## src/rtl/dds_pkg.sv

```systemverilog
// ============================================================================
// Module      : dds_pkg
// Description : Constants and the one-hot waveform-select type shared by the
//               key front end and the DDS waveform/phase controller.
// Revision    : 1.0 - initial release
// ============================================================================
`default_nettype none

package dds_pkg;

    localparam int KEY_NUM = 4;

    typedef logic [KEY_NUM-1:0] wave_t;

    localparam wave_t WAVE_SINE   = 4'b0001;
    localparam wave_t WAVE_SQUARE = 4'b0010;
    localparam wave_t WAVE_TRI    = 4'b0100;
    localparam wave_t WAVE_SAW    = 4'b1000;
    localparam wave_t WAVE_RST    = WAVE_SINE;

    // Isolates the lowest set bit: two's complement trick keeps only that bit.
    function automatic wave_t onehot_lowest(input wave_t f);
        return f & (~f + wave_t'(1));
    endfunction

endpackage

`default_nettype wire

```

## src/rtl/key_filter.sv

```systemverilog
// ============================================================================
// Module      : key_filter
// Description : One push button: 2-FF synchroniser, saturating debounce
//               counter and a registered single-cycle press flag.
// Revision    : 1.0 - initial release
// ============================================================================
`default_nettype none

module key_filter #(
    parameter int CNT_MAX = 999_999
) (
    input  logic sys_clk,
    input  logic sys_rst,
    input  logic key_in,
    output logic key_flag
);

    localparam int             CW        = $clog2(CNT_MAX + 1);
    localparam logic [CW-1:0]  C_CNT_MAX = CW'(CNT_MAX);
    localparam logic [CW-1:0]  C_CNT_ARM = CW'(CNT_MAX - 1);

    logic [1:0]    sync_q;
    logic [CW-1:0] cnt_q;
    logic [CW-1:0] cnt_d;
    logic          flag_q;
    logic          flag_d;
    logic          key_s;

    assign key_s = sync_q[1];

    // Counter saturates at CNT_MAX so a held key cannot re-fire the flag.
    always_comb begin
        cnt_d  = cnt_q;
        flag_d = 1'b0;
        if (key_s) begin
            cnt_d = '0;
        end else begin
            if (cnt_q != C_CNT_MAX) begin
                cnt_d = cnt_q + CW'(1);
            end
            flag_d = (cnt_q == C_CNT_ARM);
        end
    end

    always_ff @(posedge sys_clk) begin
        if (sys_rst) begin
            sync_q <= 2'b11;
            cnt_q  <= '0;
            flag_q <= 1'b0;
        end else begin
            sync_q <= {sync_q[0], key_in};
            cnt_q  <= cnt_d;
            flag_q <= flag_d;
        end
    end

    assign key_flag = flag_q;

endmodule

`default_nettype wire

```

## src/rtl/key_wave_sel.sv

```systemverilog
// ============================================================================
// Module      : key_wave_sel
// Description : Four debounced buttons driving a registered one-hot waveform
//               selector with a one-cycle change strobe.
// Revision    : 1.0 - initial release
// ============================================================================
`default_nettype none

module key_wave_sel #(
    parameter int CNT_MAX = 999_999,
    parameter int KEY_NUM = dds_pkg::KEY_NUM
) (
    input  logic               sys_clk,
    input  logic               sys_rst,
    input  logic [KEY_NUM-1:0] key,
    output logic [KEY_NUM-1:0] wave_sel,
    output logic               wave_chg,
    output logic [KEY_NUM-1:0] key_flag
);

    import dds_pkg::wave_t;
    import dds_pkg::WAVE_RST;
    import dds_pkg::onehot_lowest;

    wave_t flag_w;
    wave_t sel_d;
    logic  chg_d;
    wave_t wave_sel_q;
    logic  wave_chg_q;

    generate
        for (genvar i = 0; i < KEY_NUM; i++) begin : g_key
            key_filter #(
                .CNT_MAX (CNT_MAX)
            ) u_key_filter (
                .sys_clk  (sys_clk),
                .sys_rst  (sys_rst),
                .key_in   (key[i]),
                .key_flag (flag_w[i])
            );
        end
    endgenerate

    // Lowest-index press wins; simultaneous higher-index presses are dropped.
    always_comb begin
        sel_d = wave_sel_q;
        chg_d = 1'b0;
        if (|flag_w) begin
            sel_d = onehot_lowest(flag_w);
            chg_d = (sel_d != wave_sel_q);
        end
    end

    always_ff @(posedge sys_clk) begin
        if (sys_rst) begin
            wave_sel_q <= WAVE_RST;
            wave_chg_q <= 1'b0;
        end else begin
            wave_sel_q <= sel_d;
            wave_chg_q <= chg_d;
        end
    end

    assign wave_sel = wave_sel_q;
    assign wave_chg = wave_chg_q;
    assign key_flag = flag_w;

endmodule

`default_nettype wire

```

## config.mk

```make
export PLATFORM = sky130hd
export DESIGN_NAME = key_wave_sel
export DESIGN_NICKNAME = d
export VERILOG_FILES = /design/src/rtl/dds_pkg.sv /design/src/rtl/key_filter.sv /design/src/rtl/key_wave_sel.sv
export SDC_FILE = /design/constraint.sdc
export NUM_CORES = 1
export LEC_CHECK = 0
export ABC_AREA = 1
export BUFFER_PORTS_ARGS = -buffer_cell sky130_fd_sc_hd__buf_2
export CELL_PAD_IN_SITES_DETAIL_PLACEMENT = 1
export CELL_PAD_IN_SITES_GLOBAL_PLACEMENT = 1
export CORE_MARGIN = 4
export CORE_UTILIZATION = 45
export CTS_CLUSTER_DIAMETER = 120
export DETAILED_ROUTE_END_ITERATION = 12
export PLACE_DENSITY_LB_ADDON = 0.1
export SLEW_MARGIN = 20
export SYNTH_ARGS = -nofsm -noshare
export SYNTH_HDL_FRONTEND = slang
export SYNTH_SLANG_ARGS = --single-unit
```

## constraint.sdc

```tcl
create_clock -name sys_clk -period 1.53 [get_ports sys_clk]
set_input_delay 0.3825 -clock sys_clk [delete_from_list [all_inputs] [get_ports sys_clk]]
set_output_delay 0.3825 -clock sys_clk [all_outputs]
set_load 0.01 [all_outputs]
```

==> flow_metrics.py, run 1 <==
metrics = {
    "yosys": {
        "synth_area_mm2": 0.00513,
        "seq_area_frac_synth": 0.378,
        "yosys_warnings": 0,
        "synth_top_area_frac": 0.378,
        "synth_ff_type": "dfxtp_1",
        "syn_nets": 789,
        "async_reset_ff_frac": 0,
        "synth_edf_count": 0,
        "syn_avg_cell_area_um2": 6.62,
        "synth_area_leader_cell": "dfxtp_1",
        "yosysMostFrequentCell": "nand2_1",
        "ys_ff_latch": 97,
        "ys_types": 27,
        "syn_inst": 775,
        "yosys-top-cells-area": "dfxtp_1 38%, nand2_1 13%, nor2_1 8.5%",
        "ys_top_cells_by_count": "178 x nand2_1, 116 x nor2_1, 110 x inv_1, 97 x dfxtp_1, 68 x a21oi_1",
    },
    "pwr": {
        "vdd_drop_max_v": 0.000441,
        "powerDensity_mw_per_mm2": 847,
        "leakage_nw": 1.92,
    },
    "setup_path": {
        "path_depth": 6,
        "worstSetupPathType": "reg -> reg",
        "cp_num_buf_inv": 0,
        "end_kind": "register",
        "cp_cell_sequence": "ha_2 -> nand3_2 -> nor3_2 -> nand3b_1 -> nand2_1 -> nor2_1",
        "worst-r2r-cell-count": 6,
        "worstPathArrival_ps": 1700,
        "cpLargestDelayFamily": "simple AND/OR/NAND/NOR gates",
        "path_max_fanout": 5,
        "cp_slowest_stage_delay_ps": 390,
        "cp-start-kind": "register",
        "cp_slowest_cell": "dfxtp_1",
        "cp_data_required_time_ps": 1760,
    },
    "detailed_routing": {
        "ant_nets": 0,
        "post-route-drc-count": 0,
        "detail_route.wl_per_cell_um": 15.2,
        "detail_route.iter0.violations": 167,
        "viasPerCell": 5.26,
        "first_pass_iters": 4,
        "num_vias": 4975,
        "wl_mm": 14.4,
    },
    "finish": {
        "instances_no_fill": 946,
        "fin_area_mm2": 0.00574,
        "synthToLayoutAreaGrowth_pct": 11.8,
        "layout-drive-gt1-share": 0.113,
        "layout.nets": 815,
        "n_fill_cell": 1488,
        "num_antenna_cells": 0,
        "postLayoutCoreUtil": 0.523,
    },
    "clocking": {
        "insertion_delay_ps": 350,
        "ctsResizeCount": 0,
        "cts_max_level": 3,
        "cts-root-buf": "clkbuf_16",
        "cts.sink_count": 97,
        "cts_tree": "built",
        "postCtsSetupRepairBufs": 0,
        "clk_pin_slew_worst_paths_ps": 70,
        "numCtsBuffers": 9,
        "clock_path_buffers": 2,
        "holdBufCountCts": 0,
    },
    "sta": {
        "period_minus_slack_ps": 1470,
        "hold_violations": 0,
        "hold_slack_ps": 214,
        "fin_ws_ps": 60.1,
        "max_slew_margin": 0.721,
        "max_freq_mhz": 680,
        "min_period_over_period": 0.961,
        "finalSetupViolCount": 0,
        "fin_worst_skew_ps": 6.88,
        "drv_slew": 0,
        "worst_pin_slew_ps": 418,
    },
    "die": {
        "die_width_um": 115,
        "io_pins": 15,
        "dieArea_mm2": 0.0132,
        "fp-row-count": 38,
        "start_util": 0.467,
        "core_mm2": 0.0110,
        "fp.dieH_um": 115,
    },
    "placed_design": {
        "placed_cells": 930,
        "dpl_cell_area_mm2": 0.00541,
        "gp_congestion": 0.827,
        "place_ws_ps": 48.8,
        "port_buffers": 14,
        "dp_hpwl_mm": 11.0,
    },
    "grt": {
        "gr-total-overflow": 0,
        "first_global_vias": 5184,
        "grt_max_degree": 15,
        "grtUsageTotal": 0.231,
        "antenna_found_initial": 0,
        "grt_pass1_wl_mm": 24.5,
    },
    "worst_hold_path": {
        "hp-class": "in -> reg",
        "hold_path_depth": 2,
    },
    "job": {
        "cap_violations": 0,
    },
    "outcome": {
        "outcome": "completed",
    },
}
## worst reg2reg max path: stages, from the launching register on
cell and delay [ps]:
dfxtp_1 390, ha_2 230, nand3_2 170, nor3_2 160, nand3b_1 230, nand2_1 120, nor2_1 40
## sequential cells by signal, indices dropped and copies added, names as in the netlist
register                     flops
wave_sel                         4
wave_chg                         1
g_key.u_key_filter.sync_q        8
g_key.u_key_filter.key_flag      4
g_key.u_key_filter.cnt_q        80
## cell type report
cell class / count / area, um^2 / share of cell area
Multi-Input combinational cell: 556 / 2740 / 0.478
Clock buffer: 14 / 284 / 0.0495
Sequential cell: 97 / 1940 / 0.339
Tap cell: 140 / 175 / 0.0305
Inverter: 113 / 424 / 0.0739
Clock inverter: 2 / 10.0 / 0.00174
Timing Repair Buffer: 24 / 158 / 0.0275
## per-layer routing
metal / routed length (um) / global-route usage
met1: 6510 / 0.284
met4: 390 / 0.0900
met3: 428 / 0.0305
met2: 7070 / 0.411
met5: 0 / 0
## metrics by stage
stage / power (mW) / setup TNS, ps
floorplan: 2.64 / 0
global placement: 2.67 / 0
global route: 5.04 / -11.6
finish: 4.86 / 0
detailed placement: 2.67 / 0
CTS: 4.90 / 0
## cell usage in the layout, fill, tap and decap left out, types with 4 or more instances in the layout
master,synthesis,layout
nand2_1,178,178
nor2_1,116,114
inv_1,110,110
dfxtp_1,97,95
a21oi_1,68,68
nand3_1,51,51
o21ai_0,30,29
nand4_1,18,18
xnor2_1,15,15
nor2_2,15,14
buf_2,2,14
nor2_4,7,10
clkbuf_16,0,9
buf_4,6,9
xor2_1,8,8
nor3_1,10,8
or2_2,8,8
nand2_2,7,7
nand3b_1,7,7
ha_1,8,6
clkbuf_8,0,4
## where the power goes
| group | leakage (nW) | internal (mW) | total [mW] | switching, mW |
|---|---|---|---|---|
| Clock | 0.149 | 1.28 | 2.24 | 0.965 |
| Combinational | 0.984 | 0.0271 | 0.0721 | 0.0450 |
| Sequential | 0.784 | 2.54 | 2.54 | 0.00752 |
## path summary, 6_finish.rpt
path                                                      start                              end  slack [ps]
worst max-delay path             g_key[0].u_key_filter.cnt_q[1]   g_key[0].u_key_filter.cnt_q[6]          60
worst min register to register  g_key[3].u_key_filter.sync_q[0]  g_key[3].u_key_filter.sync_q[1]         410
worst max register to register   g_key[0].u_key_filter.cnt_q[1]   g_key[0].u_key_filter.cnt_q[6]          60
worst min-delay path                                     key[1]  g_key[1].u_key_filter.sync_q[0]         210
## cells by family (layout without fill, tap and decap cells)
| kind of cell | Yosys count | count (layout) | share of synthesized area |
|---|---|---|---|
| and+or+nand+nor | 424 | 424 | 0.370 |
| buffers and inverters | 122 | 153 | 0.0941 |
| DFF | 97 | 97 | 0.378 |
| xor gates and xnor gates | 23 | 23 | 0.0392 |
| AOI/OAI and AO/OA | 101 | 101 | 0.0990 |
| adders and majority gates | 8 | 8 | 0.0195 |
No activity file was read; power rests on OpenSTA's default activity.
==> run 2: changes to the inputs <==
- SETUP_SLACK_MARGIN: default -> 0.3
==> flow_metrics.py, run 2 (synthesis gave the netlist of run 1 again) <==
metrics = {
    "die": {
        "dieArea_mm2": 0.0132,
        "fp-row-count": 38,
        "io_pins": 15,
        "core_mm2": 0.0110,
        "die_width_um": 115,
        "fp.dieH_um": 115,
        "start_util": 0.467,
    },
    "detailed_routing": {
        "post-route-drc-count": 0,
        "first_pass_iters": 5,
        "num_vias": 5801,
        "viasPerCell": 5.82,
        "detail_route.wl_per_cell_um": 21.6,
        "wl_mm": 21.5,
        "detail_route.iter0.violations": 576,
        "ant_nets": 0,
    },
    "finish": {
        "layout.nets": 866,
        "largest_reg_flops": 80,
        "regMostFlops": "g_key.u_key_filter.cnt_q",
        "layout_common_cells": "141 x nand2_1, 89 x inv_1, 64 x nor2_1, 51 x a21oi_1, 47 x buf_4",
        "layout-drive-gt1-share": 0.428,
        "num_antenna_cells": 0,
        "postLayoutCoreUtil": 0.653,
        "instances_no_fill": 996,
        "reg_top3": "g_key.u_key_filter.cnt_q (80), g_key.u_key_filter.sync_q (8)",
        "synthToLayoutAreaGrowth_pct": 39.6,
        "final_common_cell": "nand2_1",
    },
    "placed_design": {
        "gp_congestion": 0.839,
        "place_ws_ps": 41.5,
        "placed_cells": 920,
        "dp_hpwl_mm": 10.7,
        "port_buffers": 14,
    },
    "pwr": {
        "switchingPower_mw": 1.13,
        "leakage_nw": 2.43,
        "powerDensity_mw_per_mm2": 712,
        "intPower_mw": 3.97,
        "power_frac_comb": 0.017,
        "vdd_drop_max_v": 0.00100,
        "sequentialPowerShare": 0.488,
        "clkPwrFrac": 0.495,
        "total_power_mw": 5.10,
        "switching_share": 0.221,
    },
    "sta": {
        "hold_violations": 0,
        "drv_slew": 0,
        "min_period_over_period": 0.971,
        "rsz0062_at_grt": "true",
        "fin_ws_ps": 45.1,
        "finalSetupTns_ps": 0,
        "finalSetupViolCount": 0,
        "fin_worst_skew_ps": 11.4,
        "worst_pin_slew_ps": 551,
        "max_slew_margin": 0.633,
        "period_minus_slack_ps": 1480,
        "max_freq_mhz": 673,
    },
    "setup_path": {
        "cpLargestDelayFamily": "simple AND/OR/NAND/NOR gates",
        "regToRegStartpoint": "g_key[1].u_key_filter.cnt_q[0]",
        "cp_data_required_time_ps": 1800,
        "cp_slowest_cell": "dfxtp_4",
        "cp_cell_sequence": "ha_4 -> inv_4 -> nor2_4 -> nand2_4 -> nor2_4 -> nand3_2 -> a21oi_1",
        "reg2reg_slack_ps": 50,
        "path_max_fanout": 4,
        "cp-start-kind": "register",
        "cp_num_buf_inv": 1,
        "timing.rr.end": "g_key[1].u_key_filter.cnt_q[16]",
        "worstPathArrival_ps": 1750,
        "end_kind": "register",
        "worst-r2r-cell-count": 7,
        "cp_slowest_stage_delay_ps": 390,
        "worstSetupPathType": "reg -> reg",
        "critPathMostFrequentCell": "nor2_4",
    },
    "job": {
        "cap_violations": 0,
    },
    "worst_hold_path": {
        "hold_start": "key[1]",
        "whs_endpoint": "g_key[1].u_key_filter.sync_q[0]",
        "hp-class": "in -> reg",
        "hold_path_depth": 2,
    },
    "clocking": {
        "holdBufCountCts": 0,
        "cts-root-buf": "clkbuf_16",
        "clock_path_buffers": 2,
        "cts.sink_count": 97,
        "cts_tree": "built",
        "clk_pin_slew_worst_paths_ps": 70,
        "insertion_delay_ps": 360,
        "cts_max_level": 3,
        "numCtsBuffers": 9,
    },
    "outcome": {
        "outcome": "completed",
    },
    "grt": {
        "gr-total-overflow": 0,
        "antenna_found_initial": 0,
        "grt_max_degree": 16,
        "first_global_vias": 5474,
        "grt_pass1_wl_mm": 26.8,
        "grtUsageTotal": 0.255,
    },
}
## run 2: cell count changes in the layout (fill, tap and decap cells not counted), moves of 20 or more
cell,before,now
nor2_1,114,64
nand2_1,178,141
nor2_2,14,35
nor2_4,10,39
buf_6,0,20
buf_4,9,47
nand2_2,7,35
inv_1,110,89
dfxtp_2,2,39
dfxtp_1,95,25
dfxtp_4,0,33
## run 2: worst max-delay path by stage
stage                                               from                         endpoint  slack, ps  depth (start not counted)
after floorplan           g_key[3].u_key_filter.cnt_q[1]   g_key[3].u_key_filter.cnt_q[0]        300                          8
after global placement                           sys_rst   g_key[3].u_key_filter.cnt_q[6]        100                          4
after detailed placement                         sys_rst  g_key[3].u_key_filter.cnt_q[17]         40                          4
after CTS                 g_key[1].u_key_filter.cnt_q[1]   g_key[1].u_key_filter.cnt_q[0]        230                          8
after global routing      g_key[1].u_key_filter.cnt_q[0]  g_key[1].u_key_filter.cnt_q[16]        -30                          7
final                     g_key[1].u_key_filter.cnt_q[0]  g_key[1].u_key_filter.cnt_q[16]         50                          7
## run 2: metal layers
layer	part of all wire	vias up	track usage
met5	0	-	0
met2	0.52	241	0.466
li1	-	2613	-
met4	0.035	0	0.0610
met1	0.39	2874	0.306
met3	0.050	73	0.0532
## run 2: what timing repair did
action                     4_1_cts  5_1_grt
buffers inserted                33       28
pin swaps                       36       66
cloned                           0        0
resized for setup              148      204
setup endpoints to repair       80       88
## run 2: power by group through the flow
stage	sequential (mW)	combinational, mW	clock [mW]
finish	2.49	0.0847	2.53
global route	2.49	0.0911	2.65
CTS	2.51	0.0660	2.52
detailed placement	2.60	0.0641	0
global placement	2.60	0.0606	0
floorplan	2.60	0.0406	0
## run 2: through the flow
stage	hold WS [ps]	cell area (um^2)
3_3_place_gp	394	5350
3_5_place_dp	405	5350
6_report	212	7170
2_1_floorplan	389	5160
4_1_cts	213	6300
5_1_grt	215	7170
## run 2: layout make-up
cell class | instances | area (um^2)
fillers | 1321 | 3810
multi-input cells | 556 | 3470
flip-flops and latches | 97 | 2110
repair buffers | 75 | 648
inverters | 113 | 440
clock buffers | 10 | 239
well taps | 140 | 175
clock inverters | 5 | 80.1
